## config.mk

```make
export PLATFORM = sky130hd
export DESIGN_NAME = psdram_arbiter
export DESIGN_NICKNAME = d
export VERILOG_FILES = /design/src/rtl/psdram_arbiter.sv
export SDC_FILE = /design/constraint.sdc
export NUM_CORES = 1
export LEC_CHECK = 0
export ABC_AREA = 1
export ABC_CLOCK_PERIOD_IN_PS = 4150
export BUFFER_PORTS_ARGS = -buffer_cell sky130_fd_sc_hd__clkbuf_2
export CORE_UTILIZATION = 51
export DETAILED_ROUTE_END_ITERATION = 10
export PLACE_DENSITY = 0.87
export RECOVER_POWER = 50
export SYNTH_ARGS = -nofsm -noshare
export SYNTH_HDL_FRONTEND = slang
export SYNTH_SLANG_ARGS = --single-unit
```

## constraint.sdc

```tcl
create_clock -name clk -period 4.15 [get_ports clk]
set_input_delay 0.83 -clock clk [delete_from_list [all_inputs] [get_ports clk]]
set_output_delay 0.83 -clock clk [all_outputs]
set_load 0.03 [all_outputs]
```

## src/rtl/psdram_arbiter.sv

```systemverilog
// Arbitrates VGA reads and UART-data writes onto an asynchronous-mode PSDRAM.
// Every memory-side output comes from a register; a write can only take the bus from pending reads after STARVE_LIMIT consecutive reads.
module psdram_arbiter #(
  parameter int ADDR_W          = 23,
  parameter int ACCESS_CYCLES   = 4,
  parameter int RECOVERY_CYCLES = 1,
  parameter int STARVE_LIMIT    = 8
) (
  input  logic              clk,
  input  logic              reset_n,
  input  logic              vga_req,
  input  logic [ADDR_W-1:0] vga_addr,
  output logic              vga_ack,
  output logic [15:0]       vga_rdata,
  input  logic              wr_req,
  input  logic [ADDR_W-1:0] wr_addr,
  input  logic [15:0]       wr_data,
  input  logic [1:0]        wr_be,
  output logic              wr_ack,
  output logic              MemOE,
  output logic              MemWR,
  output logic              RamCE,
  output logic              RamLB,
  output logic              RamUB,
  output logic [ADDR_W-1:0] MemAdr,
  output logic [15:0]       mem_dout,
  output logic              mem_dout_en,
  input  logic [15:0]       mem_din,
  output logic              RamADV,
  output logic              RamCRE,
  output logic              RamClk
);
  localparam int CW = $clog2(ACCESS_CYCLES + RECOVERY_CYCLES + 1);
  localparam int SW = $clog2(STARVE_LIMIT + 1);

  typedef enum logic [1:0] {IDLE, READ, WRITE, RECOVER} state_t;

  typedef struct packed {
    logic              oe;
    logic              we;
    logic              ce;
    logic              lb;
    logic              ub;
    logic              dout_en;
    logic [ADDR_W-1:0] adr;
    logic [15:0]       dout;
  } pins_t;

  localparam pins_t PINS_RST = '{oe: 1'b1, we: 1'b1, ce: 1'b1, lb: 1'b1, ub: 1'b1,
                                 dout_en: 1'b0, adr: '0, dout: '0};

  state_t        state, state_nxt;
  logic [CW-1:0] cnt, cnt_nxt;
  logic [SW-1:0] starve, starve_nxt;
  pins_t         pins, pins_nxt;
  logic          vga_ack_nxt, wr_ack_nxt;
  logic [15:0]   vga_rdata_nxt;

  always_ff @(posedge clk or negedge reset_n) begin
    if (!reset_n) begin
      state     <= IDLE;
      cnt       <= '0;
      starve    <= '0;
      pins      <= PINS_RST;
      vga_ack   <= 1'b0;
      wr_ack    <= 1'b0;
      vga_rdata <= '0;
    end else begin
      state     <= state_nxt;
      cnt       <= cnt_nxt;
      starve    <= starve_nxt;
      pins      <= pins_nxt;
      vga_ack   <= vga_ack_nxt;
      wr_ack    <= wr_ack_nxt;
      vga_rdata <= vga_rdata_nxt;
    end
  end

  always_comb begin
    state_nxt     = state;
    cnt_nxt       = cnt;
    starve_nxt    = starve;
    pins_nxt      = pins;
    vga_ack_nxt   = 1'b0;
    wr_ack_nxt    = 1'b0;
    vga_rdata_nxt = vga_rdata;
    case (state)
      IDLE: begin
        cnt_nxt = '0;
        if (wr_req && (!vga_req || starve == SW'(STARVE_LIMIT))) begin
          state_nxt        = WRITE;
          starve_nxt       = '0;
          pins_nxt.ce      = 1'b0;
          pins_nxt.we      = 1'b0;
          pins_nxt.lb      = ~wr_be[0];
          pins_nxt.ub      = ~wr_be[1];
          pins_nxt.adr     = wr_addr;
          pins_nxt.dout    = wr_data;
          pins_nxt.dout_en = 1'b1;
        end else if (vga_req) begin
          state_nxt    = READ;
          starve_nxt   = wr_req ? starve + 1'b1 : '0;
          pins_nxt.ce  = 1'b0;
          pins_nxt.oe  = 1'b0;
          pins_nxt.lb  = 1'b0;
          pins_nxt.ub  = 1'b0;
          pins_nxt.adr = vga_addr;
        end
      end
      READ, WRITE: begin
        cnt_nxt = cnt + 1'b1;
        if (cnt == CW'(ACCESS_CYCLES - 1)) begin
          state_nxt   = RECOVER;
          cnt_nxt     = '0;
          pins_nxt.ce = 1'b1;
          pins_nxt.oe = 1'b1;
          pins_nxt.we = 1'b1;
          pins_nxt.lb = 1'b1;
          pins_nxt.ub = 1'b1;
          if (state == READ) begin
            vga_rdata_nxt = mem_din;
            vga_ack_nxt   = 1'b1;
          end else begin
            wr_ack_nxt = 1'b1;
          end
        end
      end
      RECOVER: begin
        // write data stays driven through the first recovery cycle for hold time
        cnt_nxt          = cnt + 1'b1;
        pins_nxt.dout_en = 1'b0;
        if (cnt == CW'(RECOVERY_CYCLES - 1)) begin
          state_nxt = IDLE;
          cnt_nxt   = '0;
        end
      end
      default: state_nxt = IDLE;
    endcase
  end

  assign MemOE       = pins.oe;
  assign MemWR       = pins.we;
  assign RamCE       = pins.ce;
  assign RamLB       = pins.lb;
  assign RamUB       = pins.ub;
  assign MemAdr      = pins.adr;
  assign mem_dout    = pins.dout;
  assign mem_dout_en = pins.dout_en;
  assign RamADV      = 1'b0;
  assign RamCRE      = 1'b0;
  assign RamClk      = 1'b0;

  a_no_bus_fight: assert property (@(posedge clk) disable iff (!reset_n) !(pins.dout_en && !pins.oe));
endmodule

```

==> results.sh, run 1 <==
export IMPL_status="complete, but fails checks"
export IMPL_violations="design-rule violations"
export IMPL_critPathRequiredTime_ps=4420
export IMPL_num_rows=29
export IMPL_hold_buffers=0
export IMPL_pre_cts_ws_ps=1300
export IMPL_layout_setup_ws_ps=1630
export IMPL_min_period_ps=2520
export IMPL_hold_violations=0
export IMPL_relSlewSlack=0.137
export IMPL_fmax_ghz=0.398
export IMPL_met2_usage=0.409
export IMPL_avgSynthCellArea_um2=8.05
export IMPL_cts_max_path_buffers=2
export IMPL_cts_setup_buffers=0
export IMPL_drc=31
export IMPL_rr_worst_depth=7
export IMPL_cpMostUsedCell="nand2_1"
export IMPL_max_stage_delay_ps=750
export IMPL_p_leak_nw=2.50
export IMPL_skew_ps=8.68
export IMPL_rsz0062_at_grt="no"
export IMPL_met1_usage=0.294
export IMPL_ios=150
export IMPL_gp_congestion=0.799
export IMPL_ys_seq_elements=72
export IMPL_dr_pass1_iters=7
export IMPL_cp_cell_sequence="clkbuf_2 -> nand3_1 -> inv_2 -> nand2_1 -> nand2_1"
export IMPL_drt_total_wl_um=8070
export IMPL_rrSetupSlack_ps=1840
export IMPL_grt_max_degree=55
export IMPL_overflow=0
export IMPL_layout_drive_gt1_share=0.260
export IMPL_synth_seq_area_share=0.524
export IMPL_cp_startpoint="wr_req"
export IMPL_regToRegStartpoint="state[1]"
export IMPL_ir_worst_vdd_uv=418
export IMPL_cts_root_buffer="clkbuf_8"
export IMPL_cp_start_kind="input pin"
export IMPL_netlist_instances=429
export IMPL_drv_slew=0
export IMPL_diodes=0
export IMPL_slowest_stage="nand3_1"
export IMPL_r2r_end="starve[0]"
export IMPL_globalRouteMet3Util=0.0747
export IMPL_cts_buffers=9
export IMPL_worstSetupPathType="in -> reg"
export IMPL_cp_max_fo=32
export IMPL_port_buffers=146
export IMPL_ctsResizeCount=0
export IMPL_ys_warnings_count=0
export IMPL_area_delta_synth_final_pct=26.4
export IMPL_hold_class="reg -> reg"
export IMPL_wl_per_cell_um=12.4
export IMPL_grt_pass1_vias=3092
export IMPL_antenna_found_initial=0
export IMPL_dp_cells=635
export IMPL_grt_first_pass_wirelength_um=13600
export IMPL_drt_initial_drc_count=218
export IMPL_fin_area_um2=4360
export IMPL_path_clk_slew_ps=70
export IMPL_min_path_cells=2
export IMPL_powerDensity_nw_per_um2=722
export IMPL_ant_nets=0
export IMPL_die_y_um=84.3
export IMPL_cts_tree="yes"
export IMPL_nets=662
export IMPL_fin_crit_sh=0.606
export IMPL_tightest_slew_ps=1290
export IMPL_setup_viol=0
export IMPL_grt_use_total=0.241
export IMPL_instances_no_fill=651
export IMPL_drv_cap=0
export IMPL_ctsHtreeMaxLevel=3
export IMPL_setup_tns_final_ps=0
export IMPL_num_vias=3200
export IMPL_end_kind="flop"
export IMPL_dieArea_um2=7100
export IMPL_insertion_delay_ps=330
export IMPL_viasPerCell=4.92
export IMPL_hpwl_um=5800
export IMPL_die_width_um=84.3
export IMPL_hold_start="MemWR"
export IMPL_cp_endpoint="mem_dout[12]"
export IMPL_initial_core_util=0.534
export IMPL_cts_sinks=72
export IMPL_netlist_area_um2=3450
export IMPL_top_usage_layer="met2"
export IMPL_yosys_cell_types_count=25
export IMPL_placed_area_um2=4180
export IMPL_crit_arrival_ps=2780
export IMPL_coreArea_um2=6460
-- power breakdown --
part / switching [mW] / internal [mW] / leakage (nW)
registers: 0.160 / 0.980 / 0.836
logic: 1.02 / 0.382 / 1.55
clock network: 0.257 / 0.354 / 0.106
-- flip-flops by register name (all words and copies together) (netlist names) --
register     cells
wr_ack           1
MemAdr          23
MemOE            1
starve           4
vga_rdata       16
mem_dout        16
state            2
RamUB            1
cnt              3
RamLB            1
mem_dout_en      1
MemWR            1
RamCE            1
vga_ack          1
-- cells in the final DEF, fill, tap and decap left out, drive strengths merged --
cell,n
nor2,5
a21oi,3
bufinv,2
ha,9
dfstp,5
dfrtp,67
nor3,1
and3,1
clkinv,1
nand3,30
o21ai,5
nand4,3
buf,1
conb,3
nand2,205
or2,1
clkbuf,158
nand3b,25
inv,45
xor2,2
clkinvlp,2
-- final cells by class --
cell class | count | area (um^2)
sequential | 72 | 1810
clock buffer | 11 | 141
inverter | 45 | 169
timing repair buffer | 148 | 708
fill | 559 | 2100
clock inverter | 5 | 80.1
tap | 77 | 96.3
multi-input combinational | 293 | 1360
-- kinds of logic after synthesis --
kind of cell	synth area share
other	0.00109
adder cells (fa/ha/maj)	0.0326
buffers and inverters	0.0848
flip-flops	0.524
XOR/XNOR	0.00508
AND/OR/NAND/NOR	0.341
AO/OA/AOI/OAI	0.0116
-- how the worst min path moves through the flow --
| stage | to | slack [ps] |
|---|---|---|
| floorplan | cnt[0] | 460 |
| CTS | MemAdr[16] | 410 |
| detailed placement | MemWR | 450 |
| global route | MemOE | 490 |
| global placement | MemOE | 450 |
| finish | MemWR | 470 |
-- Yosys cell counts --
cell | number | area, um^2
nand3b_1 | 25 | 188
and3_1 | 1 | 6.26
conb_1 | 1 | 3.75
dfrtp_1 | 67 | 1680
nand3_1 | 30 | 150
nor2_2 | 1 | 6.26
nand2_1 | 203 | 762
a21oi_1 | 3 | 15.0
xor2_1 | 2 | 17.5
nand2_2 | 2 | 12.5
inv_1 | 40 | 150
nor2_1 | 3 | 11.3
buf_1 | 1 | 3.75
ha_1 | 9 | 113
buf_2 | 12 | 60.1
inv_2 | 5 | 18.8
clkbuf_1 | 1 | 3.75
nor2_4 | 1 | 11.3
nand4_1 | 3 | 18.8
buf_4 | 6 | 45.0
dfstp_2 | 5 | 131
or2_2 | 1 | 6.26
nor3_1 | 1 | 5.00
buf_6 | 1 | 11.3
o21ai_0 | 5 | 25.0
-- worst max-delay path: cells and delay by family --
kind                   cells  cell delay [ps]
and+or+nand+nor            3              940
buffers and inverters      2              990
-- metal layers --
metal	up-vias	wire, um
met5	-	0
met4	0	46
li1	1585	-
met1	1475	3560
met3	4	687
met2	136	3780
-- through the flow --
stage	power, mW	util	hold WS [ps]
detailed placement	2.58	0.647	453
global placement	2.52	0.647	452
CTS	3.20	0.681	406
finish	3.15	0.675	466
floorplan	2.15	-	460
global route	3.37	0.675	492
Power figures use the tool's default switching activity.
==> run 2, diff against run 1 <==
ABC_AREA = 0   (was 1)
ABC_CLOCK_PERIOD_IN_PS = 2110   (was 4150)
CORE_UTILIZATION = 43   (was 51)
PLACE_DENSITY = 0.79   (was 0.87)
clock period = 2.11 ns   (was 4.15 ns; I/O delays follow)
==> run 2 against run 1 <==
  * The flow now finishes without violations
  * Die area increased by 17%
  * Worst hold slack worse by 160 ps
  * Register-to-register slack worse by 1700 ps
  * Final area increased by 2.5%
  * Routed wire length is 3.0% lower
  * Final cell count down 14%
  * Sequential cell count stayed put
  * Synthesized cell count decreased by 29%
  * Critical endpoint is now vga_rdata[8]
==> results.sh, run 2 <==
export IMPL_end_kind="flop"
export IMPL_grt_pass1_vias=2777
export IMPL_drv_slew=0
export IMPL_instances_no_fill=558
export IMPL_netlist_area_um2=3430
export IMPL_num_rows=32
export IMPL_grt_use_total=0.196
export IMPL_coreArea_um2=7730
export IMPL_synth_seq_area_share=0.527
export IMPL_grt_first_pass_wirelength_um=12700
export IMPL_synthTopCellsByCount="dfrtp_1, o21ai_0, nand3_1"
export IMPL_ir_worst_vdd_uv=693
export IMPL_viasPerCell=5.22
export IMPL_ys_seq_elements=72
export IMPL_synth_edff_count=0
export IMPL_area_delta_synth_final_pct=30.3
export IMPL_drt_total_wl_um=7830
export IMPL_diodes=0
export IMPL_hpwl_um=5690
export IMPL_ctsResizeCount=0
export IMPL_min_path_cells=2
export IMPL_placed_area_um2=4260
export IMPL_wl_per_cell_um=14.0
export IMPL_status="finished, final reports clean"
export IMPL_setup_tns_final_ps=0
export IMPL_hold_violations=0
export IMPL_fmax_ghz=0.513
export IMPL_yosys_area_top_type="dfrtp_1"
export IMPL_grt_max_degree=43
export IMPL_layout_commonest_cell="clkbuf_2"
export IMPL_ant_nets=0
export IMPL_gp_congestion=0.772
export IMPL_fill_cells=678
export IMPL_critPathRequiredTime_ps=2330
export IMPL_ys_warnings_count=0
export IMPL_cts_buffers=9
export IMPL_synth_async_sr_flop_share=1.00
export IMPL_initial_core_util=0.444
export IMPL_cts_tree="yes"
export IMPL_p_leak_nw=2.13
export IMPL_regToRegStartpoint="state[0]"
export IMPL_finalPower_mw=7.15
export IMPL_min_to="mem_dout[2]"
export IMPL_path_clk_slew_ps=70
export IMPL_drc=0
export IMPL_final_cell_mix="clkbuf_2, dfrtp_1, clkbuf_1, o21ai_0, nand3_1"
export IMPL_drt_initial_drc_count=157
export IMPL_cp_start_kind="flop"
export IMPL_cts_setup_buffers=0
export IMPL_fin_area_um2=4470
export IMPL_largest_reg_flops=23
export IMPL_rsz0062_at_grt="no"
export IMPL_yosys_cell_types_count=48
export IMPL_relSlewSlack=0.510
export IMPL_wl_met1_um=3340
export IMPL_synth_most_common_cell="dfrtp_1"
export IMPL_fin_crit_sh=0.924
export IMPL_ys_flop_type="dfrtp_1"
export IMPL_worstSetupPathType="reg -> reg"
export IMPL_wl_met3_um=458
export IMPL_ios=150
export IMPL_antenna_found_initial=0
export IMPL_cp_max_fo=17
export IMPL_insertion_delay_ps=340
export IMPL_rrSetupSlack_ps=160
export IMPL_port_buffers=146
export IMPL_synth_top_area_frac=0.489
export IMPL_wl_met2_um=3870
export IMPL_r2r_end="vga_rdata[8]"
export IMPL_skew_ps=11.5
export IMPL_hold_class="in -> reg"
export IMPL_hold_start="wr_data[2]"
export IMPL_tightest_slew_ps=735
export IMPL_num_vias=2912
export IMPL_synthTopCellsByArea="dfrtp_1, mux2_2, mux2_4"
export IMPL_cts_max_path_buffers=2
export IMPL_dp_cells=541
export IMPL_nets=544
export IMPL_dieArea_um2=8340
export IMPL_avgSynthCellArea_um2=11.3
export IMPL_layout_drive_gt1_share=0.410
export IMPL_drv_cap=0
export IMPL_die_y_um=91.3
export IMPL_top_layer="met4"
export IMPL_dr_pass1_iters=4
export IMPL_min_period_ps=1950
export IMPL_die_width_um=91.3
export IMPL_netlist_instances=304
export IMPL_setup_viol=0
export IMPL_overflow=0
export IMPL_cts_sinks=72
export IMPL_ctsHtreeMaxLevel=3
export IMPL_crit_arrival_ps=2170
export IMPL_cts_root_buffer="clkbuf_8"
export IMPL_rr_worst_depth=4
export IMPL_powerDensity_nw_per_um2=1600
-- run 2: cell types whose count changed after synthesis, moves of 3 or more --
cell / before / now
a211oi_1: 0 / 3
a31oi_1: 0 / 23
clkbuf_1: 1 / 4
inv_1: 40 / 11
inv_2: 5 / 0
mux2_2: 0 / 24
mux2_4: 0 / 10
nand2_1: 203 / 6
nand2b_1: 0 / 5
nand3_1: 30 / 26
nand3b_1: 25 / 2
nor2_1: 3 / 25
o21ai_0: 5 / 27
-- run 2: worst max path at each step --
stage	start	endpoint	slack (ps)	depth (start not counted)
2_1_floorplan	starve[0]	mem_dout[10]	460	6
3_3_place_gp	state[0]	vga_rdata[7]	220	4
3_5_place_dp	state[0]	vga_rdata[8]	140	4
4_1_cts	state[0]	vga_rdata[8]	130	4
5_1_grt	state[1]	vga_rdata[8]	30	4
6_report	state[0]	vga_rdata[8]	160	4
-- run 2: cells by family (layout without fill, tap and decap cells) --
logic type,after synthesis,in the layout,share of synthesized area
other,1,3,0.00109
and+or+nand+nor,77,77,0.119
xor gates and xnor gates,1,1,0.00255
muxes,35,35,0.125
buffers and inverters,36,186,0.0565
adders and majority gates,9,9,0.0328
AOI/OAI and AO/OA,73,73,0.136
DFF,72,72,0.527
-- run 2: layout make-up --
class / count / area, um^2 / share of cell area
well taps: 102 / 128 / 0.0285
clock buffers: 11 / 151 / 0.0339
inverters: 11 / 41.3 / 0.00923
repair buffers: 159 / 805 / 0.180
clock inverters: 5 / 103 / 0.0229
flip-flops and latches: 72 / 1810 / 0.404
multi-input cells: 198 / 1440 / 0.321
-- run 2: per-layer routing --
layer	GRT usage	vias up
met1	0.234	1388
met3	0.0410	15
met2	0.335	134
met4	0.0966	0
li1	-	1375
met5	0	-
-- run 2: power breakdown --
part / leakage, nW / internal (mW) / switching [mW] / total (mW)
logic: 1.16 / 1.19 / 2.20 / 3.39
registers: 0.844 / 2.04 / 0.364 / 2.41
clock network: 0.126 / 0.848 / 0.496 / 1.34
total: 2.13 / 4.08 / 3.06 / 7.15
-- run 2: through the flow --
step	hold slack (ps)	setup WS, ps	utilization
floorplan	126	457	-
CTS	0.328	132	0.584
global route	293	32.5	0.579
finish	307	161	0.579
detailed placement	378	145	0.551
global placement	376	223	0.551
-- run 2: worst max-delay path, stage by stage (launching register included) --
cell	delay, ps
dfrtp_1	370
inv_1	70
ha_1	540
nand3_2	440
mux2_2	420
-- run 2: repair_timing --
action	in CTS	in global routing
setup endpoints to repair	0	0
hold buffers	0	1
hold endpoints to repair	0	3
